$ cat config.mk
export PLATFORM = sky130hd
export DESIGN_NAME = truth_table_scanner_flat
export DESIGN_NICKNAME = d
export VERILOG_FILES = /design/src/rtl/truth_table_scanner_if.sv /design/src/rtl/truth_table_scanner.sv /design/src/flat_wrapper.sv
export SDC_FILE = /design/constraint.sdc
export NUM_CORES = 1
export LEC_CHECK = 0
export CORE_ASPECT_RATIO = 0.6
export CORE_MARGIN = 5
export CORE_UTILIZATION = 55
export CTS_BUF_LIST = sky130_fd_sc_hd__clkbuf_8 sky130_fd_sc_hd__clkbuf_16
export CTS_CLUSTER_DIAMETER = 60
export DETAILED_ROUTE_END_ITERATION = 6
export PLACE_DENSITY = 0.83
export SETUP_SLACK_MARGIN = 0.5
export SLEW_MARGIN = 10
export SYNTH_ARGS = -nofsm -noshare
export SYNTH_HDL_FRONTEND = slang
export SYNTH_SLANG_ARGS = --single-unit
export TNS_END_PERCENT = 50
$ cat constraint.sdc
create_clock -name clk -period 3.4 [get_ports clk]
set_input_delay 0.68 -clock clk [delete_from_list [all_inputs] [get_ports clk]]
set_output_delay 0.68 -clock clk [all_outputs]
set_load 0.05 [all_outputs]
$ cat src/rtl/truth_table_scanner_if.sv
// Bus between the truth-table scanner and its controller/function block:
// scan control, the function's input vector and output bit, and the result.
interface truth_table_scanner_if #(
    parameter int N_IN = 3
);
    logic                    start;
    logic                    abort;
    logic                    s_in;
    logic [N_IN-1:0]         vec;
    logic                    busy;
    logic                    done;
    logic                    aborted;
    logic                    row_valid;
    logic [N_IN-1:0]         row_idx;
    logic                    row_bit;
    logic [(1 << N_IN)-1:0]  tbl;
    logic [N_IN:0]           ones_cnt;

    modport master (
        output start, abort, s_in,
        input  vec, busy, done, aborted, row_valid, row_idx, row_bit, tbl, ones_cnt
    );

    modport slave (
        input  start, abort, s_in,
        output vec, busy, done, aborted, row_valid, row_idx, row_bit, tbl, ones_cnt
    );
endinterface

$ cat src/rtl/truth_table_scanner.sv
// Walks every input vector of an N_IN-input Boolean function, waits SETTLE
// cycles per vector, captures the output into a truth table and counts minterms.
module truth_table_scanner #(
    parameter int N_IN   = 3,
    parameter int SETTLE = 1
) (
    input  logic                 clk,
    input  logic                 rst_n,
    truth_table_scanner_if.slave bus
);
    localparam int              ROWS       = 1 << N_IN;
    localparam logic [N_IN-1:0] VEC_LAST   = N_IN'(ROWS - 1);
    localparam logic [N_IN-1:0] VEC_ONE    = N_IN'(1);
    localparam logic [3:0]      CNT_RELOAD = 4'(SETTLE - 1);

    typedef enum logic [1:0] {
        S_IDLE   = 2'd0,
        S_SETTLE = 2'd1,
        S_SAMPLE = 2'd2,
        S_DONE   = 2'd3
    } state_t;

    state_t            state_q, state_d;
    logic [N_IN-1:0]   vec_q, vec_d;
    logic [3:0]        cnt_q, cnt_d;
    logic              busy_q, busy_d;
    logic              done_q, done_d;
    logic              aborted_q, aborted_d;
    logic              row_valid_q, row_valid_d;
    logic [N_IN-1:0]   row_idx_q, row_idx_d;
    logic              row_bit_q, row_bit_d;
    logic [ROWS-1:0]   tbl_q, tbl_d;
    logic [N_IN:0]     ones_q, ones_d;

    // Next-state and output logic; pulses default low, everything else holds.
    always_comb begin
        state_d     = state_q;
        vec_d       = vec_q;
        cnt_d       = cnt_q;
        busy_d      = busy_q;
        done_d      = 1'b0;
        aborted_d   = 1'b0;
        row_valid_d = 1'b0;
        row_idx_d   = row_idx_q;
        row_bit_d   = row_bit_q;
        tbl_d       = tbl_q;
        ones_d      = ones_q;

        case (state_q)
            S_IDLE: begin
                if (bus.start) begin
                    state_d = S_SETTLE;
                    vec_d   = {N_IN{1'b0}};
                    tbl_d   = {ROWS{1'b0}};
                    ones_d  = {(N_IN+1){1'b0}};
                    busy_d  = 1'b1;
                    cnt_d   = CNT_RELOAD;
                end else begin
                    state_d = S_IDLE;
                end
            end
            S_SETTLE: begin
                if (bus.abort) begin
                    state_d   = S_IDLE;
                    busy_d    = 1'b0;
                    aborted_d = 1'b1;
                end else if (cnt_q != 4'd0) begin
                    cnt_d = cnt_q - 4'd1;
                end else begin
                    state_d = S_SAMPLE;
                end
            end
            S_SAMPLE: begin
                // Abort wins over capture: the current row is left unwritten.
                if (bus.abort) begin
                    state_d   = S_IDLE;
                    busy_d    = 1'b0;
                    aborted_d = 1'b1;
                end else begin
                    tbl_d[vec_q] = bus.s_in;
                    ones_d       = ones_q + {{N_IN{1'b0}}, bus.s_in};
                    row_valid_d  = 1'b1;
                    row_idx_d    = vec_q;
                    row_bit_d    = bus.s_in;
                    if (vec_q == VEC_LAST) begin
                        state_d = S_DONE;
                    end else begin
                        vec_d   = vec_q + VEC_ONE;
                        cnt_d   = CNT_RELOAD;
                        state_d = S_SETTLE;
                    end
                end
            end
            S_DONE: begin
                state_d = S_IDLE;
                busy_d  = 1'b0;
                done_d  = 1'b1;
            end
            default: begin
                state_d = S_IDLE;
                busy_d  = 1'b0;
            end
        endcase
    end

    // State and output registers with synchronous active-low reset.
    always_ff @(posedge clk) begin
        if (!rst_n) begin
            state_q     <= S_IDLE;
            vec_q       <= {N_IN{1'b0}};
            cnt_q       <= 4'd0;
            busy_q      <= 1'b0;
            done_q      <= 1'b0;
            aborted_q   <= 1'b0;
            row_valid_q <= 1'b0;
            row_idx_q   <= {N_IN{1'b0}};
            row_bit_q   <= 1'b0;
            tbl_q       <= {ROWS{1'b0}};
            ones_q      <= {(N_IN+1){1'b0}};
        end else begin
            state_q     <= state_d;
            vec_q       <= vec_d;
            cnt_q       <= cnt_d;
            busy_q      <= busy_d;
            done_q      <= done_d;
            aborted_q   <= aborted_d;
            row_valid_q <= row_valid_d;
            row_idx_q   <= row_idx_d;
            row_bit_q   <= row_bit_d;
            tbl_q       <= tbl_d;
            ones_q      <= ones_d;
        end
    end

    assign bus.vec       = vec_q;
    assign bus.busy      = busy_q;
    assign bus.done      = done_q;
    assign bus.aborted   = aborted_q;
    assign bus.row_valid = row_valid_q;
    assign bus.row_idx   = row_idx_q;
    assign bus.row_bit   = row_bit_q;
    assign bus.tbl       = tbl_q;
    assign bus.ones_cnt  = ones_q;
endmodule

$ cat src/flat_wrapper.sv
// flat-port wrapper written by rule: the top's interface ports become plain ports
module truth_table_scanner_flat 
#(
    parameter int N_IN   = 3,
    parameter int SETTLE = 1
)
  (clk, rst_n, bus_start, bus_abort, bus_s_in, bus_vec, bus_busy, bus_done, bus_aborted, bus_row_valid, bus_row_idx, bus_row_bit, bus_tbl, bus_ones_cnt);
  truth_table_scanner_if #(.N_IN(N_IN)) bus_i ();
  input  logic clk;
  input  logic rst_n;
  input wire logic [$bits(bus_i.start)-1:0] bus_start;
  input wire logic [$bits(bus_i.abort)-1:0] bus_abort;
  input wire logic [$bits(bus_i.s_in)-1:0] bus_s_in;
  output wire logic [$bits(bus_i.vec)-1:0] bus_vec;
  output wire logic [$bits(bus_i.busy)-1:0] bus_busy;
  output wire logic [$bits(bus_i.done)-1:0] bus_done;
  output wire logic [$bits(bus_i.aborted)-1:0] bus_aborted;
  output wire logic [$bits(bus_i.row_valid)-1:0] bus_row_valid;
  output wire logic [$bits(bus_i.row_idx)-1:0] bus_row_idx;
  output wire logic [$bits(bus_i.row_bit)-1:0] bus_row_bit;
  output wire logic [$bits(bus_i.tbl)-1:0] bus_tbl;
  output wire logic [$bits(bus_i.ones_cnt)-1:0] bus_ones_cnt;
  assign bus_i.start = bus_start;
  assign bus_i.abort = bus_abort;
  assign bus_i.s_in = bus_s_in;
  assign bus_vec = bus_i.vec;
  assign bus_busy = bus_i.busy;
  assign bus_done = bus_i.done;
  assign bus_aborted = bus_i.aborted;
  assign bus_row_valid = bus_i.row_valid;
  assign bus_row_idx = bus_i.row_idx;
  assign bus_row_bit = bus_i.row_bit;
  assign bus_tbl = bus_i.tbl;
  assign bus_ones_cnt = bus_i.ones_cnt;
  truth_table_scanner #(.N_IN(N_IN), .SETTLE(SETTLE)) u_core (.clk(clk), .rst_n(rst_n), .bus(bus_i));
endmodule
==> results.tsv <==
stage	metric	value	unit
yosys	synth cell count leaders	dfxtp_1 (29), nand2_1 (26), ha_1 (11)	
cts	TritonCTS clock tree	yes	
sta	final period utilization	75.1	%
floorplan	DIE WIDTH	77.6	µm
placed_design	Placer Congestion	0.850	
yosys	count leader, synth	dfxtp_1	
floorplan	IO Pins	28	
worst_setup_path	CP Depth	1	
global_routing	vias in the first global route	1252	
yosys	number of flops mapped to enable cells by yosys	0	
route	via count	1317	
yosys	Synth top area share	38.5	%
worst_setup_path	Worst Setup EP	bus_vec[0]	
sta	Tmin final	2.55	ns
cts	Worst-Skew Late Latency	0.27	ns
worst_setup_path	RR Endpoint	u_core.cnt_q[3]	
worst_setup_path	CP arrival	1.87	ns
yosys	Post-synth ARST share	0	%
cts	Post-CTS Hold Fix Bufs	0	
placed_design	post-DP HPWL	2580	µm
worst_hold_path	Worst Hold Class	flip-flop to flip-flop	
yosys	Post-Syn Area	0.00151	mm²
route	vias per cell	5.88	
route	residual DRC count	0	
cts	clock sinks	29	
yosys	syn_nets	182	
worst_setup_path	Critical Path RT	2.72	ns
worst_setup_path	worst r2r path cells	6	
global_routing	met2 global-route usage	29.9	%
global_routing	Overflow after GRT	0	
sta	Setup Viol. Count Final	0	
route	Wirelength per Cell	15.8	µm
floorplan	die area	0.00393	mm²
worst_setup_path	CP Buf/Inv Count	1	
yosys	Yosys reg bits	29	
global_routing	Tot GR Track Use	19.1	%
cts	postcts setup bufs	0	
worst_setup_path	Crit path largest cell delay	0.92	ns
worst_setup_path	Crit path max-delay family	buffers and inverters	
floorplan	core area	0.00256	mm²
final_layout	Layout area overhead	23.7	%
final_layout	fraction of layout instances using a drive strength above 1	6.77	%
global_routing	wire length of the first global-routing pass	6090	µm
sta	Final Hold Viols	0	
global_routing	initial antenna violation count	0	
cts	root buffer cell	clkbuf_8	
cts	Clock Path Buffers	2	
yosys	Syn. warnings	0	
worst_setup_path	Setup CP Type	flip-flop to output pin	
route	TritonRoute pass-1 iters	4	
sta	fmax	392	MHz
pwr	Worst VDD drop	0.000314	V
sta	worst clock skew	0.00294	ns
yosys	Top FF cell, synth	dfxtp_1	
sta	RSZ-0062 raised after global routing	false	
yosys	Seq/Total Area, Yosys	38.5	%
sta	Rel. slew slack	57.8	%
floorplan	# rows	14	
route	Detailed Route WL	3550	µm
cts	Worst-path clk slew	0.06	ns
worst_setup_path	reg2reg setup slack	1.34	ns
route	remaining antenna violation count	0	
global_routing	GR peak layer	met2	
run	Max-cap violations	0	
sta	count of pins over their slew limit	0	
cts	PostCTS Resize Cnt	0	
cts	Inserted Clock Buffers	5	
cts	CTS H-tree lvls	2	
global_routing	largest net degree at the start of global routing	15	
pwr	PwrDens	366	mW/mm²
floorplan	starting density of the core	59.0	%
yosys	Synth area leaders	dfxtp_1 (38%), ha_1 (9.1%), nand2_1 (6.5%)	
pwr	Pleak	0.707	nW
sta	setup TNS	0	ns
sta	final worst setup slack	0.846	ns
worst_setup_path	Startpoint Class	flip-flop	
worst_setup_path	Slowest-stage cell, CP	clkdlybuf4s50_1	
floorplan	Die Height	50.6	µm
final_layout	Nets	208	
yosys	Syn Inst Count	166	
worst_setup_path	crit path max fanout	14	
outcome	status	completed	
worst_hold_path	hold path cells	2	
global_routing	GRT met1 Usage	24.7	%
placed_design	setup slack at placement	1.06	ns
worst_setup_path	Worst Setup End Kind	output pin	
sta	worst slew pin tran	0.631	ns
route	detailed router's first-iteration violation count	80	
worst_setup_path	worst-path cell chain	clkdlybuf4s50_1	
worst_setup_path	worst setup path start	u_core.bus.vec[0]	
global_routing	global-route met3 utilization	5.71	%
placed_design	IO Port Bufs	27	
yosys	post-synth top area cell	dfxtp_1	
yosys	syn avg cell area	9.09	µm²
yosys	Synth cell types	42	
worst_setup_path	R2R Path Start	u_core.bus.vec[0]	
final_layout	Antenna diodes	0	
[worst min-delay path by stage]
stage / start / slack [ns] / end
floorplan: u_core.cnt_q[1] / 0.45 / u_core.cnt_q[1]
global placement: u_core.bus.tbl[1] / 0.45 / u_core.bus.tbl[1]
detailed placement: u_core.bus.tbl[3] / 0.45 / u_core.bus.tbl[3]
CTS: u_core.bus.tbl[3] / 0.46 / u_core.bus.tbl[3]
global route: u_core.bus.tbl[3] / 0.48 / u_core.bus.tbl[3]
finish: u_core.bus.tbl[3] / 0.46 / u_core.bus.tbl[3]
[kinds of logic after synthesis]
group,after synthesis,synth area share (%)
adders and majority gates,11,9.12
muxes,8,5.31
DFF,29,38.5
AOI/OAI and AO/OA,36,17.2
buffers and inverters,14,4.31
and+or+nand+nor,68,25.6
[report_power, final]
part | total [W] | internal [W] | switching, W
sequential | 0.000344 | 0.000342 | 0.00000155
clock | 0.000279 | 0.000157 | 0.000121
combinational | 0.0000607 | 0.0000232 | 0.0000375
[sequential cells by signal, indices dropped and copies added (netlist names)]
register	count
u_core.bus.done	1
u_core.state_q	2
u_core.bus.busy	1
u_core.bus.row_bit	1
u_core.bus.row_idx	3
u_core.bus.aborted	1
u_core.bus.ones_cnt	4
u_core.bus.vec	3
u_core.bus.tbl	8
u_core.bus.row_valid	1
u_core.cnt_q	4
[cell type report]
type / instances / area [µm²]
multi-input cells: 123 / 863
fillers: 190 / 691
flip-flops and latches: 29 / 581
repair buffers: 28 / 278
clock buffers: 6 / 82.6
well taps: 32 / 40.0
inverters: 5 / 18.8
clock inverters: 1 / 3.75
[through the flow]
step / hold slack, ns / instance area (µm²) / instances / power [W] / util, %
floorplan: 0.448 / 1510 / 166 / 0.000393 / -
global placement: 0.447 / 1780 / 217 / 0.000409 / 69.6
detailed placement: 0.451 / 1780 / 217 / 0.000410 / 69.6
CTS: 0.460 / 1870 / 224 / 0.000684 / 73.0
global route: 0.477 / 1870 / 224 / 0.000712 / 73.0
finish: 0.456 / 1870 / 224 / 0.000683 / 73.0
[layer usage]
| layer | wire length, µm | up-vias |
|---|---|---|
| met4 | 81 | 0 |
| met5 | 0 | - |
| met3 | 313 | 10 |
| met1 | 1600 | 599 |
| li1 | - | 639 |
| met2 | 1550 | 69 |
[layout by cell type (no fill, tap or decap), drive strengths merged, types with 3 or more instances in the layout]
cell            n
a21boi          9
a21oi           3
and2            4
clkbuf          6
clkdlybuf4s50  27
dfxtp          29
ha             11
inv             6
mux2i           8
nand2          26
nand2b          4
nand3           8
nor2            4
nor2b           9
nor3            3
o21ai           8
(Power assumes the default switching activity.)
